==> config.mk <==
export PLATFORM = sky130hd
export DESIGN_NAME = web1_wake_sequencer
export DESIGN_NICKNAME = d
export VERILOG_FILES = /design/src/rtl/web1_wake_sequencer.sv
export SDC_FILE = /design/constraint.sdc
export NUM_CORES = 1
export LEC_CHECK = 0
export BUFFER_PORTS_ARGS = -buffer_cell sky130_fd_sc_hd__buf_4
export CELL_PAD_IN_SITES_DETAIL_PLACEMENT = 1
export CELL_PAD_IN_SITES_GLOBAL_PLACEMENT = 1
export CORE_MARGIN = 8
export CORE_UTILIZATION = 39
export DETAILED_ROUTE_END_ITERATION = 6
export GPL_TIMING_DRIVEN = 0
export PLACE_DENSITY_LB_ADDON = 0.1
export RECOVER_POWER = 100
export SLEW_MARGIN = 20
export SYNTH_ARGS = -nofsm -noshare
export SYNTH_HDL_FRONTEND = slang
export SYNTH_SLANG_ARGS = --single-unit
==> constraint.sdc <==
create_clock -name clk -period 5.5 [get_ports clk]
set_input_delay 1.1 -clock clk [delete_from_list [all_inputs] [get_ports clk]]
set_output_delay 1.1 -clock clk [all_outputs]
set_load 0.01 [all_outputs]
==> src/rtl/web1_wake_sequencer.sv <==
// web1 wake/event sequencer: synchronises and qualifies wake sources, keeps a sticky
// pending vector and runs the low-power entry/exit 4-phase handshakes with the PMU.
module web1_wake_sequencer #(
  parameter int N_SRC       = 64,
  parameter int SYNC_STAGES = 2,
  parameter int ID_W        = 6
) (
  input  logic             clk,
  input  logic             rst,
  input  logic [N_SRC-1:0] wake_src,
  input  logic [N_SRC-1:0] wake_en,
  input  logic [N_SRC-1:0] wake_invert,
  input  logic [N_SRC-1:0] wake_pend_clr,
  input  logic [1:0]       ctrl_activate_low_pwr_edge,
  input  logic [1:0]       ctrl_event_suppress_edge,
  input  logic [1:0]       ctrl_wake_now_edge,
  input  logic [1:0]       ctrl_epu_enable_edge,
  output logic             event_activate_low_pwr_d,
  output logic             event_activate_low_pwr_enb,
  output logic             event_event_suppress_d,
  output logic             event_event_suppress_enb,
  output logic             event_wake_now_d,
  output logic             event_wake_now_enb,
  output logic             event_epu_enable_d,
  output logic             event_epu_enable_enb,
  output logic             pmu_lp_req,
  input  logic             pmu_lp_ack,
  output logic             pmu_wake_req,
  input  logic             pmu_wake_ack,
  output logic [N_SRC-1:0] wake_pending,
  output logic [ID_W-1:0]  wake_id,
  output logic             wake_irq,
  output logic [2:0]       dbg_state_o
);

  typedef enum logic [2:0] {
    S_DISABLED = 3'd0,
    S_ACTIVE   = 3'd1,
    S_LP_ENTER = 3'd2,
    S_LOW_PWR  = 3'd3,
    S_LP_EXIT  = 3'd4
  } state_e;

  logic [N_SRC-1:0] sync_q [SYNC_STAGES];
  logic [N_SRC-1:0] lvl;
  logic [N_SRC-1:0] lvl_q;
  logic             armed_q;
  logic [N_SRC-1:0] qual_edge;
  logic [N_SRC-1:0] pending_q;
  logic [N_SRC-1:0] pending_d;
  logic [ID_W-1:0]  id_q;
  logic [ID_W-1:0]  id_d;
  logic             epu_en_q;
  logic             epu_en_d;
  logic             suppress_q;
  logic             suppress_d;
  logic             trig;
  logic             lp_set;
  logic             now_set;

  state_e           state_q;
  logic             lp_req_q;
  logic             wake_req_q;
  logic             exit_now_q;
  logic             stb_epu_q;
  logic             stb_supp_q;
  logic             stb_lp_q;
  logic             stb_now_q;

  // Edge detection is only armed one cycle after reset so the first load of lvl_q
  // (e.g. an inverted idle-low source) never reads as a rising edge.
  assign lvl       = sync_q[SYNC_STAGES-1] ^ wake_invert;
  assign qual_edge = armed_q ? (lvl & ~lvl_q & wake_en) : '0;
  assign pending_d = (pending_q & ~wake_pend_clr) | qual_edge;

  always_comb begin
    epu_en_d = epu_en_q;
    case (ctrl_epu_enable_edge)
      2'b10:   epu_en_d = 1'b1;
      2'b01:   epu_en_d = 1'b0;
      default: epu_en_d = epu_en_q;
    endcase
  end

  always_comb begin
    suppress_d = suppress_q;
    case (ctrl_event_suppress_edge)
      2'b10:   suppress_d = 1'b1;
      2'b01:   suppress_d = 1'b0;
      default: suppress_d = suppress_q;
    endcase
  end

  always_comb begin
    id_d = '0;
    for (int i = N_SRC - 1; i >= 0; i--) begin
      if (pending_q[i]) id_d = ID_W'(i);
    end
  end

  assign trig    = (|pending_q) & ~suppress_q;
  assign lp_set  = ctrl_activate_low_pwr_edge[1];
  assign now_set = ctrl_wake_now_edge[1];

  always_ff @(posedge clk) begin
    if (rst) begin
      for (int i = 0; i < SYNC_STAGES; i++) sync_q[i] <= '0;
      lvl_q      <= '0;
      armed_q    <= 1'b0;
      pending_q  <= '0;
      id_q       <= '0;
      epu_en_q   <= 1'b0;
      suppress_q <= 1'b0;
    end else begin
      sync_q[0] <= wake_src;
      for (int i = 1; i < SYNC_STAGES; i++) sync_q[i] <= sync_q[i-1];
      lvl_q      <= lvl;
      armed_q    <= 1'b1;
      pending_q  <= pending_d;
      id_q       <= id_d;
      epu_en_q   <= epu_en_d;
      suppress_q <= suppress_d;
    end
  end

  // PMU handshakes are 4-phase: req rises, holds until ack=1, then drops; the
  // sequence completes only once ack has returned to 0. Neither side ever
  // abandons a phase; only rst may cut a handshake short.
  always_ff @(posedge clk) begin
    if (rst) begin
      state_q    <= S_DISABLED;
      lp_req_q   <= 1'b0;
      wake_req_q <= 1'b0;
      exit_now_q <= 1'b0;
      stb_epu_q  <= 1'b0;
      stb_supp_q <= 1'b0;
      stb_lp_q   <= 1'b0;
      stb_now_q  <= 1'b0;
    end else begin
      stb_epu_q  <= 1'b0;
      stb_lp_q   <= 1'b0;
      stb_now_q  <= 1'b0;
      stb_supp_q <= suppress_q & (|qual_edge);
      case (state_q)
        S_DISABLED: begin
          if (epu_en_q) begin
            state_q   <= S_ACTIVE;
            stb_epu_q <= 1'b1;
          end
        end
        S_ACTIVE: begin
          if (!epu_en_q) begin
            state_q   <= S_DISABLED;
            stb_epu_q <= 1'b1;
          end else if (lp_set && !trig) begin
            state_q  <= S_LP_ENTER;
            lp_req_q <= 1'b1;
          end
        end
        S_LP_ENTER: begin
          if (lp_req_q) begin
            if (pmu_lp_ack) lp_req_q <= 1'b0;
          end else if (!pmu_lp_ack) begin
            state_q  <= S_LOW_PWR;
            stb_lp_q <= 1'b1;
          end
        end
        S_LOW_PWR: begin
          if (trig || now_set) begin
            state_q    <= S_LP_EXIT;
            wake_req_q <= 1'b1;
            exit_now_q <= now_set;
          end
        end
        S_LP_EXIT: begin
          if (wake_req_q) begin
            if (pmu_wake_ack) wake_req_q <= 1'b0;
          end else if (!pmu_wake_ack) begin
            state_q    <= S_ACTIVE;
            stb_now_q  <= exit_now_q;
            exit_now_q <= 1'b0;
          end
        end
        default: state_q <= S_DISABLED;
      endcase
    end
  end

  // Requests are gated by rst so a reset mid-handshake drops them immediately.
  assign pmu_lp_req   = lp_req_q & ~rst;
  assign pmu_wake_req = wake_req_q & ~rst;

  assign event_activate_low_pwr_d   = stb_lp_q;
  assign event_activate_low_pwr_enb = stb_lp_q;
  assign event_event_suppress_d     = stb_supp_q;
  assign event_event_suppress_enb   = stb_supp_q;
  assign event_wake_now_d           = stb_now_q;
  assign event_wake_now_enb         = stb_now_q;
  assign event_epu_enable_d         = stb_epu_q;
  assign event_epu_enable_enb       = stb_epu_q;

  assign wake_pending = pending_q;
  assign wake_id      = id_q;
  assign wake_irq     = trig;
  assign dbg_state_o  = state_q;

endmodule

==> results of run 1 <==
[area by class of cell]
type | count | area, sq um | share of cell area (%)
diodes | 1 | 2.502 | 0.01829
plain buffers | 44 | 180.2 | 1.317
clock buffers | 42 | 854.6 | 6.246
clock inverters | 10 | 111.4 | 0.8139
inverters | 54 | 202.7 | 1.481
multi-input cells | 708 | 4111 | 30.05
flip-flops and latches | 275 | 5505 | 40.24
well taps | 330 | 412.9 | 3.018
repair buffers | 348 | 2301 | 16.82
[sequential cells by signal (all words and copies together) (netlist names)]
name and cells:
sync_q 128, lvl_q 64, wake_pending 64, wake_id 6
dbg_state_o 3, armed_q 1, epu_en_q 1, event_activate_low_pwr_d 1
event_epu_enable_d 1, event_event_suppress_d 1, event_wake_now_d 1, exit_now_q 1
lp_req_q 1, suppress_q 1, wake_req_q 1
[cell families after synthesis]
group / count (synthesis) / share of synthesized area [%]
flip-flops: 275 / 54.86
XOR/XNOR: 65 / 5.673
adder cells (fa/ha/maj): 2 / 0.2493
AND/OR/NAND/NOR: 509 / 27.34
buffers and inverters: 98 / 3.815
AO/OA/AOI/OAI: 132 / 8.055
[stage by stage]
| step | setup slack, ns | hold slack (ns) |
|---|---|---|
| after floorplan | 2.454 | 0.4138 |
| after global placement | 1.635 | 0.4159 |
| after detailed placement | 1.664 | 0.4236 |
| after CTS | 1.665 | 0.4373 |
| after global routing | 1.539 | 0.4466 |
| final | 1.706 | 0.4349 |
[placed cells by master (no fill, tap or decap), types with 5 or more instances in the layout]
cell / netlist / final
clkbuf_8: 0 / 8
o21a_1: 11 / 11
dfxtp_1: 275 / 275
a21oi_1: 75 / 75
inv_1: 54 / 54
and2_0: 0 / 8
nor2b_1: 132 / 133
nor4_2: 5 / 5
nand2b_1: 19 / 19
clkbuf_1: 31 / 128
xor2_1: 16 / 16
nand2_1: 63 / 63
xnor2_1: 49 / 49
nor3b_1: 5 / 5
nand4_1: 10 / 10
nand3_1: 5 / 5
o21ai_0: 16 / 16
nor4_1: 24 / 24
and2_1: 17 / 9
nor3_1: 65 / 65
nand4b_1: 17 / 17
nor2_1: 134 / 134
clkbuf_16: 0 / 29
buf_4: 4 / 268
[worst paths after layout]
| check | from | end | slack (ns) | cells past startpoint |
|---|---|---|---|---|
| min | sync_q[0][25] | sync_q[0][89] | 0.43 | 1 |
| max | rst | pmu_lp_req | 1.71 | 5 |
| max reg2reg | armed_q | event_event_suppress_d | 2.41 | 7 |
| min reg2reg | sync_q[0][25] | sync_q[0][89] | 0.43 | 1 |
[where the power goes]
group / leakage (uW) / internal (uW) / switching (uW)
sequential: 0.00227 / 2100 / 60.7
clock: 0.000470 / 1170 / 811
combinational: 0.00302 / 283 / 305
[metal layers]
metal / up-vias / part of all wire (%) / wire length [um]
met5: - / 0.033 / 13
met4: 2 / 2.9 / 1156
met3: 62 / 7.3 / 2934
met2: 293 / 50 / 19860
met1: 4325 / 40 / 16010
li1: 4344 / - / -
==> reports/results.txt, run 1 <==
M1 GR Usage: 28.65%
Slew @ Worst Pin: 1.062 ns
Dominant cells by area after synthesis: dfxtp_1 (55%), nor2b_1 (8.2%), nor2_1 (5.0%), xnor2_1 (4.3%), a21oi_1 (3.7%)
Initial antenna violation count: 2
Finished Layout Cells: 1812
DRT Pass-1 Iters: 4
Met3 usage: 6.302%
Max_slew headroom: 29.18%
Resized cells post-CTS: 0
Netlist Area Pre-Place: 0.01003 sq mm
GRT met2 Usage: 44.28%
Critical Path AT: 2.69 ns
Final net count: 1730
Drt drc: 0
CTS Root Buffer Type: clkbuf_16
Synth Register Bits: 275
Fin Setup TNS: 0 ns
CP Class: primary input to primary output
Max Cap Viol: 0
Via count: 9026
Final hold violation count: 0
Layout cells sized above 1: 22.15%
Most frequent cell after synthesis: dfxtp_1
Post-CTS Setup Repair Bufs: 0
CP startpoint kind: primary input
Synth warn: 0
Yosys top cell area share: 54.86%
Avg WL per Cell: 22.06 um
Total Routing Usage GR: 24.77%
Clk_lat worst skew: 0.54 ns
CTS Buf Count: 29
CP required: 4.40 ns
Fmax: 263.5 MHz
Part of the cycle the worst path needs: 68.99%
I/O Buffers: 348
Delay of the slowest critical-path stage: 0.57 ns
Fin area: 0.01368 sq mm
Die area: 0.03112 sq mm
Largest net degree at the start of global routing: 14
Top post-synthesis cells by count: dfxtp_1 (275), nor2_1 (134), nor2b_1 (132)
H-tree levels: 1
Gr busiest metal: met2
Synth cell types: 50
Minimum clock period: 3.794 ns
Final ANT Viol Nets: 0
Outcome: finished clean
First-pass GRT wire length: 58300 um
Post-DP HPWL: 31910 um
Maximum vdd drop: 274.8 uV
Fill cells: 3003
RSZ-0062 raised after global routing: false
Syn Nets: 1351
Vias in the first global route: 9510
Worst-path maximum fanout: 10
Post-synth top area cell: dfxtp_1
Initial core utilization: 39.73%
EDFF count, synth: 0
Hold crit path type: flip-flop to flip-flop
CTS tree: done
Die height: 176.4 um
Final setup viols: 0
Syn-to-layout area delta: 36.35%
Primary FF master, synth: dfxtp_1
Avg Cell Area, Syn: 9.283 sq um
1st-iter DRT viols: 385
Max clock buf depth: 3
Final Util: 54.18%
Max-slew violations: 0
IO Pins: 352
Clock sink count: 275
LEAKAGE: 0.005759 uW
PwrDens: 345.6 mW/mm^2
Clock transition at path regs: 0.06 ns
Clock Skew: 0.01649 ns
Post-Route WL: 39980 um
WP buf/inv: 4
Final Wtd Congestion: 0.8110
Cells along the critical path: clkbuf_1, clkbuf_1, clkbuf_1, nor2_1, clkbuf_1
Most frequent cell on the critical path: clkbuf_1
Sequential fraction of the synthesis area: 54.86%
Drt via density: 4.981
Slowest cell on the critical path: clkbuf_1
CTS Hold Buffers Added: 0
Dpl cells: 1759
Die Span X: 176.4 um
Power, Total: 4728 uW
Setup crit end kind: primary output
Num rows: 58
Placed Area: 0.01306 sq mm
Ys async rst share: 0%
Core ar.: 0.02525 sq mm
CP top delay family: buffers and inverters
Total gr overflow: 0
Syn Inst Count: 1081
Note: power is estimated with default switching activity, not from simulation.
==> run 2: changes to the inputs <==
- CORE_UTILIZATION: 39 -> 36
- clock period: 5.5 -> 3.5 ns (I/O delays scaled with it)
==> reports/results.txt, run 2 (synthesis gave the netlist of run 1 again) <==
Power, Total: 7742 uW
CTS Root Buffer Type: clkbuf_16
Final net count: 1731
Max clock buf depth: 3
H-tree levels: 1
LEAKAGE: 0.005836 uW
CTS tree: done
CP required: 2.80 ns
Setup crit end kind: primary output
Most flop-heavy register: sync_q
Slew @ Worst Pin: 1.061 ns
Post-DP HPWL: 32060 um
Post-CTS Setup Repair Bufs: 0
Total gr overflow: 0
Critical Path AT: 2.36 ns
Resized cells post-CTS: 0
Logic pwr share: 12.0%
Slowest cell on the critical path: nor4_1
CP Class: flip-flop to primary output
Max_slew headroom: 29.26%
Cells along the critical path: nor4_1, and3_4, a41oi_1, clkbuf_1
Die area: 0.03347 sq mm
PwrDens: 558.3 mW/mm^2
Initial core utilization: 36.32%
1st-iter DRT viols: 311
Commonest non-fill, non-tap cell in the layout: dfxtp_1
Part of the cycle the worst path needs: 87.51%
Fin Setup TNS: 0 ns
First-pass GRT wire length: 57790 um
CTS Hold Buffers Added: 0
Post-Route WL: 39840 um
Sw Share: 24.09%
Commonest cells after routing, fill and taps aside: dfxtp_1 (275), buf_4 (268), nor2_1 (134), nor2b_1 (132), clkbuf_1 (127)
IO Pins: 352
Switch Pwr: 1865 uW
Max FFs per register: 128
Layout cells sized above 1: 22.42%
Final Util: 50.19%
Crit path from: wake_pending[6]
Drt via density: 4.767
Avg WL per Cell: 21.36 um
Core ar.: 0.02763 sq mm
Internal: 5877 uW
Maximum vdd drop: 351.2 uV
Sequential share of power: 43.9%
Fin area: 0.01387 sq mm
Final ANT Viol Nets: 0
Placed Area: 0.01312 sq mm
Clock sink count: 275
CP top delay family: simple AND/OR/NAND/NOR gates
Clock transition at path regs: 0.06 ns
Initial antenna violation count: 3
Max-slew violations: 0
Final Wtd Congestion: 0.8376
DRT Pass-1 Iters: 4
Drt drc: 0
Die height: 183.0 um
Worst-path maximum fanout: 5
Outcome: finished clean
Syn-to-layout area delta: 38.19%
Minimum clock period: 3.063 ns
Total Routing Usage GR: 22.94%
Largest net degree at the start of global routing: 15
Num rows: 61
WP buf/inv: 1
CP startpoint kind: flip-flop
Via count: 8891
Vias in the first global route: 9419
Clk_lat worst skew: 0.55 ns
Final hold violation count: 0
Hold Path Origin: wake_src[10]
Max Cap Viol: 0
I/O Buffers: 348
Hold crit path type: primary input to flip-flop
Clock Skew: 0.01078 ns
Delay of the slowest critical-path stage: 0.63 ns
Final setup viols: 0
Worst flop-to-flop path startpoint: armed_q
Fill cells: 3335
Clock power share: 44.2%
Fmax: 326.5 MHz
RSZ-0062 raised after global routing: false
Die Span X: 183.0 um
CTS Buf Count: 30
==> run 2: cell count changes in the layout (fill, tap and decap cells not counted), moves of 2 or more <==
cell	delta
clkinvlp_4	-3
clkbuf_16	+2
and2_0	+2
and2_1	-2
clkinv_2	+4
bufinv_16	+3
==> run 2: power by group through the flow <==
stage                     Sequential (uW)  Clock, uW  Combinational [uW]
after CTS                            3400       3490                 985
after detailed placement             3470          0                 978
after floorplan                      3460          0                 449
after global placement               3460          0                 960
after global routing                 3410       3640                1010
final                                3400       3420                 926
==> run 2: layout make-up <==
type | count | area [sq um] | area share (%)
flip-flops and latches | 275 | 5505 | 39.70
well taps | 378 | 473.0 | 3.411
clock buffers | 43 | 890.9 | 6.424
repair buffers | 348 | 2301 | 16.59
diodes | 2 | 5.005 | 0.03609
plain buffers | 44 | 180.2 | 1.299
inverters | 54 | 202.7 | 1.462
clock inverters | 13 | 190.2 | 1.371
multi-input cells | 708 | 4119 | 29.70
==> run 2: per-layer routing <==
layer / GRT usage [%] / up-vias / wire [um]
met4: 5.953 / 2 / 822
li1: - / 4331 / -
met5: 0 / - / 13
met3: 6.470 / 45 / 2868
met1: 27.28 / 4251 / 16570
met2: 40.12 / 262 / 19560
==> run 2: worst paths after layout <==
check	end	slack (ns)	cells after the start
min reg2reg	sync_q[0][70]	0.44	1
max reg2reg	event_event_suppress_d	0.60	7
min	sync_q[0][10]	0.36	2
max	wake_irq	0.44	4
==> run 2: metrics by stage <==
stage               hold WS, ns  worst slack (ns)  cells
global route             0.3359            0.2598   1865
finish                   0.3594            0.4370   1865
CTS                      0.3337            0.3994   1863
floorplan                0.4138             1.254   1081
detailed placement       0.4263            0.4058   1807
global placement         0.4160            0.3632   1807
